==> config.mk <==
export PLATFORM = sky130hd
export DESIGN_NAME = dcache_dm
export DESIGN_NICKNAME = d
export VERILOG_FILES = /design/src/rtl/dcache_dm.sv
export SDC_FILE = /design/constraint.sdc
export NUM_CORES = 2
export LEC_CHECK = 0
export BUFFER_PORTS_ARGS = -buffer_cell sky130_fd_sc_hd__buf_4
export CORE_AREA = 2 2 498 500
export DETAILED_ROUTE_END_ITERATION = 12
export DIE_AREA = 0 0 500 502
export PLACE_DENSITY = 0.74
export SKIP_LAST_GASP = 1
export SLEW_MARGIN = 20
export SYNTH_ARGS = -nofsm -noshare
export SYNTH_HDL_FRONTEND = slang
export SYNTH_SLANG_ARGS = --single-unit
export TNS_END_PERCENT = 30
==> constraint.sdc <==
create_clock -name CPU_CLK -period 6.9 [get_ports CPU_CLK]
set_input_delay 0.345 -clock CPU_CLK [delete_from_list [all_inputs] [get_ports CPU_CLK]]
set_output_delay 0.345 -clock CPU_CLK [all_outputs]
set_load 0.05 [all_outputs]
==> src/rtl/dcache_dm.sv <==
// Direct-mapped, write-through, no-write-allocate data cache between the core's
// data-memory port and backing memory. Read misses fill a whole line; every store goes through.
module dcache_dm #(
   parameter int unsigned OFFSET_LEN = 2,
   parameter int unsigned INDEX_LEN  = 4
) (
   input  logic        CPU_CLK,
   input  logic        CPU_RST,
   input  logic        rd_req,
   input  logic [3:0]  wr_be,
   input  logic [31:0] addr,
   input  logic [31:0] wr_data,
   output logic [31:0] rd_data,
   output logic        miss,
   output logic        mem_req,
   output logic        mem_we,
   output logic [31:0] mem_addr,
   output logic [31:0] mem_wdata,
   output logic [3:0]  mem_be,
   input  logic [31:0] mem_rdata,
   input  logic        mem_ack,
   output logic [31:0] hit_cnt,
   output logic [31:0] miss_cnt
);
   localparam int unsigned TAG_LEN = 32 - INDEX_LEN - OFFSET_LEN - 2;
   localparam int unsigned LINES   = 1 << INDEX_LEN;
   localparam int unsigned WORDS   = 1 << OFFSET_LEN;
   localparam int unsigned WA_LEN  = 30;

   typedef enum logic [1:0] {S_IDLE, S_FILL, S_WRITE, S_DONE} state_t;

   state_t                r_state, w_state_nxt;
   logic [LINES-1:0]      r_valid;
   logic [TAG_LEN-1:0]    r_tag  [LINES];
   logic [31:0]           r_data [LINES][WORDS];
   logic [WA_LEN-1:0]     r_lat_wa;
   logic [OFFSET_LEN-1:0] r_fill_cnt;
   logic                  r_mem_req, r_mem_we;
   logic [31:0]           r_mem_addr, r_mem_wdata;
   logic [3:0]            r_mem_be;
   logic [31:0]           r_hit_cnt, r_miss_cnt;

   logic [OFFSET_LEN-1:0] w_offset, w_lat_off, w_fill_inc;
   logic [INDEX_LEN-1:0]  w_index, w_lat_idx;
   logic [TAG_LEN-1:0]    w_tag, w_lat_tag;
   logic                  w_hit, w_lat_hit;
   logic                  w_req_nxt, w_we_nxt;
   logic [31:0]           w_addr_nxt, w_wdata_nxt, w_merged;
   logic [3:0]            w_be_nxt;
   logic                  w_lat_ld, w_fill_start, w_fill_wr, w_fill_last, w_merge;
   logic                  w_hit_inc, w_miss_inc;
   logic                  w_unused_addr;

   assign w_offset   = addr[OFFSET_LEN+1:2];
   assign w_index    = addr[OFFSET_LEN+INDEX_LEN+1:OFFSET_LEN+2];
   assign w_tag      = addr[31:OFFSET_LEN+INDEX_LEN+2];
   assign w_lat_off  = r_lat_wa[OFFSET_LEN-1:0];
   assign w_lat_idx  = r_lat_wa[OFFSET_LEN+INDEX_LEN-1:OFFSET_LEN];
   assign w_lat_tag  = r_lat_wa[WA_LEN-1:OFFSET_LEN+INDEX_LEN];
   assign w_hit      = r_valid[w_index] && (r_tag[w_index] == w_tag);
   assign w_lat_hit  = r_valid[w_lat_idx] && (r_tag[w_lat_idx] == w_lat_tag);
   assign w_fill_inc = OFFSET_LEN'(r_fill_cnt + 1'b1);
   assign w_unused_addr = ^addr[1:0];

   assign rd_data   = r_data[w_index][w_offset];
   assign mem_req   = r_mem_req;
   assign mem_we    = r_mem_we;
   assign mem_addr  = r_mem_addr;
   assign mem_wdata = r_mem_wdata;
   assign mem_be    = r_mem_be;
   assign hit_cnt   = r_hit_cnt;
   assign miss_cnt  = r_miss_cnt;

   // Store-hit merge: enabled bytes from the outgoing write, the rest from the cached word
   always_comb begin
      w_merged = r_data[w_lat_idx][w_lat_off];
      for (int b = 0; b < 4; b++) begin
         if (r_mem_be[b]) w_merged[8*b +: 8] = r_mem_wdata[8*b +: 8];
      end
   end

   // Next state, stall and next memory-port values
   always_comb begin
      w_state_nxt  = r_state;
      miss         = 1'b0;
      w_req_nxt    = 1'b0;
      w_we_nxt     = 1'b0;
      w_addr_nxt   = '0;
      w_wdata_nxt  = '0;
      w_be_nxt     = '0;
      w_lat_ld     = 1'b0;
      w_fill_start = 1'b0;
      w_fill_wr    = 1'b0;
      w_fill_last  = 1'b0;
      w_merge      = 1'b0;
      w_hit_inc    = 1'b0;
      w_miss_inc   = 1'b0;
      case (r_state)
         S_IDLE: begin
            if (wr_be != 4'b0000) begin
               miss        = 1'b1;
               w_lat_ld    = 1'b1;
               w_miss_inc  = 1'b1;
               w_state_nxt = S_WRITE;
               w_req_nxt   = 1'b1;
               w_we_nxt    = 1'b1;
               w_addr_nxt  = {addr[31:2], 2'b00};
               w_wdata_nxt = wr_data;
               w_be_nxt    = wr_be;
            end else if (rd_req) begin
               if (w_hit) begin
                  w_hit_inc = 1'b1;
               end else begin
                  miss         = 1'b1;
                  w_lat_ld     = 1'b1;
                  w_fill_start = 1'b1;
                  w_miss_inc   = 1'b1;
                  w_state_nxt  = S_FILL;
                  w_req_nxt    = 1'b1;
                  w_addr_nxt   = {w_tag, w_index, {OFFSET_LEN{1'b0}}, 2'b00};
               end
            end
         end
         S_FILL: begin
            miss = 1'b1;
            if (mem_ack) begin
               w_fill_wr = 1'b1;
               if (r_fill_cnt == OFFSET_LEN'(WORDS - 1)) begin
                  w_fill_last = 1'b1;
                  w_state_nxt = S_IDLE;
               end else begin
                  w_req_nxt  = 1'b1;
                  w_addr_nxt = {w_lat_tag, w_lat_idx, w_fill_inc, 2'b00};
               end
            end else begin
               w_req_nxt  = 1'b1;
               w_addr_nxt = r_mem_addr;
            end
         end
         S_WRITE: begin
            miss = 1'b1;
            if (mem_ack) begin
               w_merge     = w_lat_hit;
               w_state_nxt = S_DONE;
            end else begin
               w_req_nxt   = 1'b1;
               w_we_nxt    = 1'b1;
               w_addr_nxt  = r_mem_addr;
               w_wdata_nxt = r_mem_wdata;
               w_be_nxt    = r_mem_be;
            end
         end
         S_DONE: begin
            w_state_nxt = S_IDLE;
         end
         default: begin
            w_state_nxt = S_IDLE;
         end
      endcase
   end

   // State, valid bits, memory port and counters
   always_ff @(posedge CPU_CLK or posedge CPU_RST) begin
      if (CPU_RST) begin
         r_state     <= S_IDLE;
         r_valid     <= '0;
         r_fill_cnt  <= '0;
         r_lat_wa    <= '0;
         r_mem_req   <= 1'b0;
         r_mem_we    <= 1'b0;
         r_mem_addr  <= '0;
         r_mem_wdata <= '0;
         r_mem_be    <= '0;
         r_hit_cnt   <= '0;
         r_miss_cnt  <= '0;
      end else begin
         r_state     <= w_state_nxt;
         r_mem_req   <= w_req_nxt;
         r_mem_we    <= w_we_nxt;
         r_mem_addr  <= w_addr_nxt;
         r_mem_wdata <= w_wdata_nxt;
         r_mem_be    <= w_be_nxt;
         if (w_lat_ld) r_lat_wa <= addr[31:2];
         // The line being refilled stays invisible until its last word lands
         if (w_fill_start) begin
            r_fill_cnt       <= '0;
            r_valid[w_index] <= 1'b0;
         end else if (w_fill_wr) begin
            r_fill_cnt <= w_fill_inc;
         end
         if (w_fill_last) r_valid[w_lat_idx] <= 1'b1;
         if (w_hit_inc && (r_hit_cnt != 32'hFFFF_FFFF)) r_hit_cnt <= r_hit_cnt + 32'd1;
         if (w_miss_inc && (r_miss_cnt != 32'hFFFF_FFFF)) r_miss_cnt <= r_miss_cnt + 32'd1;
      end
   end

   // Tag and data arrays carry no reset; valid bits gate every use
   always_ff @(posedge CPU_CLK) begin
      if (w_fill_wr) r_data[w_lat_idx][r_fill_cnt] <= mem_rdata;
      if (w_merge) r_data[w_lat_idx][w_lat_off] <= w_merged;
      if (w_fill_last) r_tag[w_lat_idx] <= w_lat_tag;
   end

endmodule

==> summary.txt <==
Detailed routing
  – Max Used Layer: met5
  – Residual DRC: 0
  – Final ANT Viol Nets: 0
  – DR vias: 69587
  – Met1 wire length: 128000 µm
  – Via/cell ratio: 7.27
  – Metal3 WL: 48300 µm
  – DRT iter0 DRCs: 10939
  – Routed WL: 367000 µm
  – Drt first pass iters: 8
  – Avg WL per Cell: 38.3 µm
  – Met2 Wirelength: 173000 µm

Logic synthesis
  – Ys Warns: 0
  – Post-synth EDFFs: 2432
  – Post-synthesis area per instance: 21.4 µm²
  – Synth unique cells: 62
  – Post-Synthesis Cells: 5708
  – Ys flop type: edfxtp_1
  – Mapped cell area: 0.122 mm²
  – Sequential-to-total area share from yosys stat: 63.6%
  – Async set-reset flop share out of synthesis: 6.96%
  – Seq cells post-synth: 2614

Cells and area
  – Final-stage net count: 6240
  – Share of cells above drive strength 1: 42.6%
  – Multi-input logic area: 0.0433 mm²
  – Area Overhead vs Synth: 13.9%
  – Most frequent cells in the layout: 2432 x edfxtp_1, 1533 x mux4_2, 429 x buf_4, 298 x clkbuf_16, 195 x mux2_2
  – Reg area: 0.0776 mm²
  – Filler cell count: 17474
  – Post-Layout Cell Count: 9566
  – Commonest non-fill, non-tap cell in the layout: edfxtp_1

Min path
  – Hold EP: r_data[4][86]
  – Min-Delay Path Class: input pin to flip-flop
  – Hold path depth: 2
  – Hold_sp: mem_rdata[22]

Setup path
  – Crit-path cells: buf_12, mux4_2, mux4_2, xnor2_1, nand4_1, nor3_1, nand2_1, inv_1, nand3_4, buf_4, buf_4, mux2_2
  – Crit path required time: 7.52 ns
  – Startpoint types: flip-flop
  – R2R setup slack: 1.01 ns
  – WS Path Type: flip-flop to flip-flop
  – Critical path endpoint category: flip-flop
  – Crit Path Max Fanout: 36
  – Reg2Reg Depth: 12
  – Worst reg2reg path startpoint: r_lat_wa[2]
  – Data arrival time of the critical path: 6.51 ns
  – Reg2reg end: r_data[3][19]
  – Largest stage delay on the critical path: 0.84 ns
  – Worst path slowest cell: dfrtp_4

STA
  – Final setup violation count: 0
  – RSZ-0062 raised after global routing: false
  – Fin Setup TNS: 0 ns
  – Final hold violations: 0
  – Setup Skew: 0.0704 ns
  – Fmax: 0.170 GHz
  – Slew margin rel.: 20.5%
  – Worst-Margin Slew: 1.19 ns
  – Final Critical Period: 5.89 ns
  – Slew Limit Fails: 0
  – Period utilisation layout: 85.4%

Power and ir drop
  – Total Power: 48.3 mW
  – Power Dens Cells: 347 mW/mm²
  – Leakage: 44.4 nW
  – Peak supply drop: 0.000344 V

Placement
  – Cell Count Post-Placement: 8962
  – DP Wirelength: 215000 µm
  – Port buffer count: 266
  – Routability Congestion: 0.857

GRT
  – Global-route wire length before repair: 517000 µm
  – Number of global-route vias before repair: 69207
  – Initial antenna violation count: 17
  – GRT Total Usage: 29.2%
  – GRT overflow: 0
  – Largest net degree at the start of global routing: 143

CTS
  – Cts bufs inserted: 292
  – CTS tree: yes
  – H-tree levels: 5
  – Post-CTS repair timing setup buffer count: 0
  – Worst-Skew Late Latency: 0.95 ns
  – CTS sink count: 2614
  – Max Root-Sink Buffers: 4
  – Root buffer cell: clkbuf_16
  – Worst-path clk slew: 0.06 ns

Floorplanning
  – Ports: 271
  – Initial core utilization: 49.8%
  – Core area: 0.245 mm²
  – Rows: 182
  – Die X: 500 µm
  – Die H: 502 µm
  – Die ar.: 0.251 mm²

Outcome
  – Status: complete, no violations

Job
  – Max-cap violations: 0
## timing repair
| item | in CTS | in global routing |
|---|---|---|
| hold endpoints to repair | 916 | 0 |
| resized for setup | 0 | 0 |
| hold buffers | 89 | 0 |
## cell usage after synthesis, types with 4 or more instances
library cell	n	area, µm²
a211oi_1	4	30.0
a21oi_1	53	265
a21oi_2	9	78.8
a221oi_1	10	87.6
a22o_1	5	43.8
a22oi_1	51	383
and2_1	16	100
and3_1	28	175
buf_1	60	225
buf_2	117	586
buf_4	17	128
buf_6	8	90.1
clkbuf_1	242	908
dfrtp_1	182	4550
edfxtp_1	2432	73000
ha_1	10	125
inv_1	19	71.3
mux2_2	195	2200
mux2i_1	94	941
mux4_2	1533	34500
nand2_1	168	631
nand2b_1	5	31.3
nand3_1	79	395
nand4_1	33	206
nor2_1	67	251
nor2b_1	12	75.1
nor3_1	16	80.1
nor4_1	4	25.0
o21ai_0	56	280
o22ai_1	5	31.3
o31ai_1	10	75.1
o41ai_1	7	61.3
xnor2_1	98	858
xor2_1	16	140
## per-stage QoR
stage	setup WS (ns)	hold slack [ns]	util, %	area [µm²]
3_3_place_gp	1.01	0.475	52.7	129000
3_5_place_dp	0.985	0.485	52.7	129000
5_1_grt	0.782	0.0556	56.7	139000
6_report	1.01	0.0459	56.7	139000
4_1_cts	0.980	0.00555	56.7	139000
2_1_floorplan	1.61	0.474	-	122000
## cells by family (layout without fill, tap and decap cells)
logic type / after synthesis / after routing / share of synthesized area [%]
mux: 1825 / 1825 / 30.9
fa+ha+maj: 10 / 10 / 0.102
simple gates: 439 / 439 / 1.68
flops: 2614 / 2614 / 63.6
other cells: 1 / 10 / 0.00307
compound gates: 238 / 238 / 1.29
xor+xnor: 114 / 114 / 0.818
buf+inv: 467 / 1096 / 1.66
## layout make-up
class | instances | share of cell area, %
antenna | 8 | 0.0144
clock inverter | 127 | 0.701
inverter | 23 | 0.0738
clock buffer | 379 | 5.72
multi-input combinational | 2628 | 31.2
tap | 3220 | 2.90
timing repair buffer | 567 | 3.66
sequential | 2614 | 55.8
## flip-flops by register name (all words and copies together), names as in the netlist, 2 cells and up
name        count
hit_cnt        32
r_valid        16
r_data       2048
mem_wdata      32
r_state         2
r_fill_cnt      2
mem_addr       30
r_tag         384
mem_be          4
r_lat_wa       30
miss_cnt       32
## how the worst max path moves through the flow
stage	startpoint	slack, ns	to
after detailed placement	r_lat_wa[2]	0.98	r_data[12][13]
after global routing	r_lat_wa[2]	0.78	r_data[5][19]
after CTS	r_lat_wa[2]	0.98	r_data[3][19]
after floorplan	CPU_RST	1.61	hit_cnt[0]
final	r_lat_wa[2]	1.01	r_data[3][19]
after global placement	r_lat_wa[2]	1.01	r_data[13][11]
## report_power, final
| group | total [mW] | internal [mW] | switching, mW | leakage [nW] |
|---|---|---|---|---|
| Clock | 14.8 | 8.62 | 6.23 | 4.37 |
| Combinational | 14.4 | 6.74 | 7.62 | 15.8 |
| Sequential | 19.1 | 18.1 | 1.04 | 24.3 |
## worst max-delay path, delay by kind of cell, from the launching register on
kind	cells	cell delay, ns
buf+inv	4	1.52
mux	3	1.51
simple gates	4	1.28
flops	1	0.84
xor+xnor	1	0.28
## per-layer routing
layer	vias to the layer above	GRT usage [%]
li1	25885	-
met1	37190	40.0
met2	5531	44.9
met3	965	7.15
met4	16	12.8
met5	-	0
(Power assumes the default switching activity.)
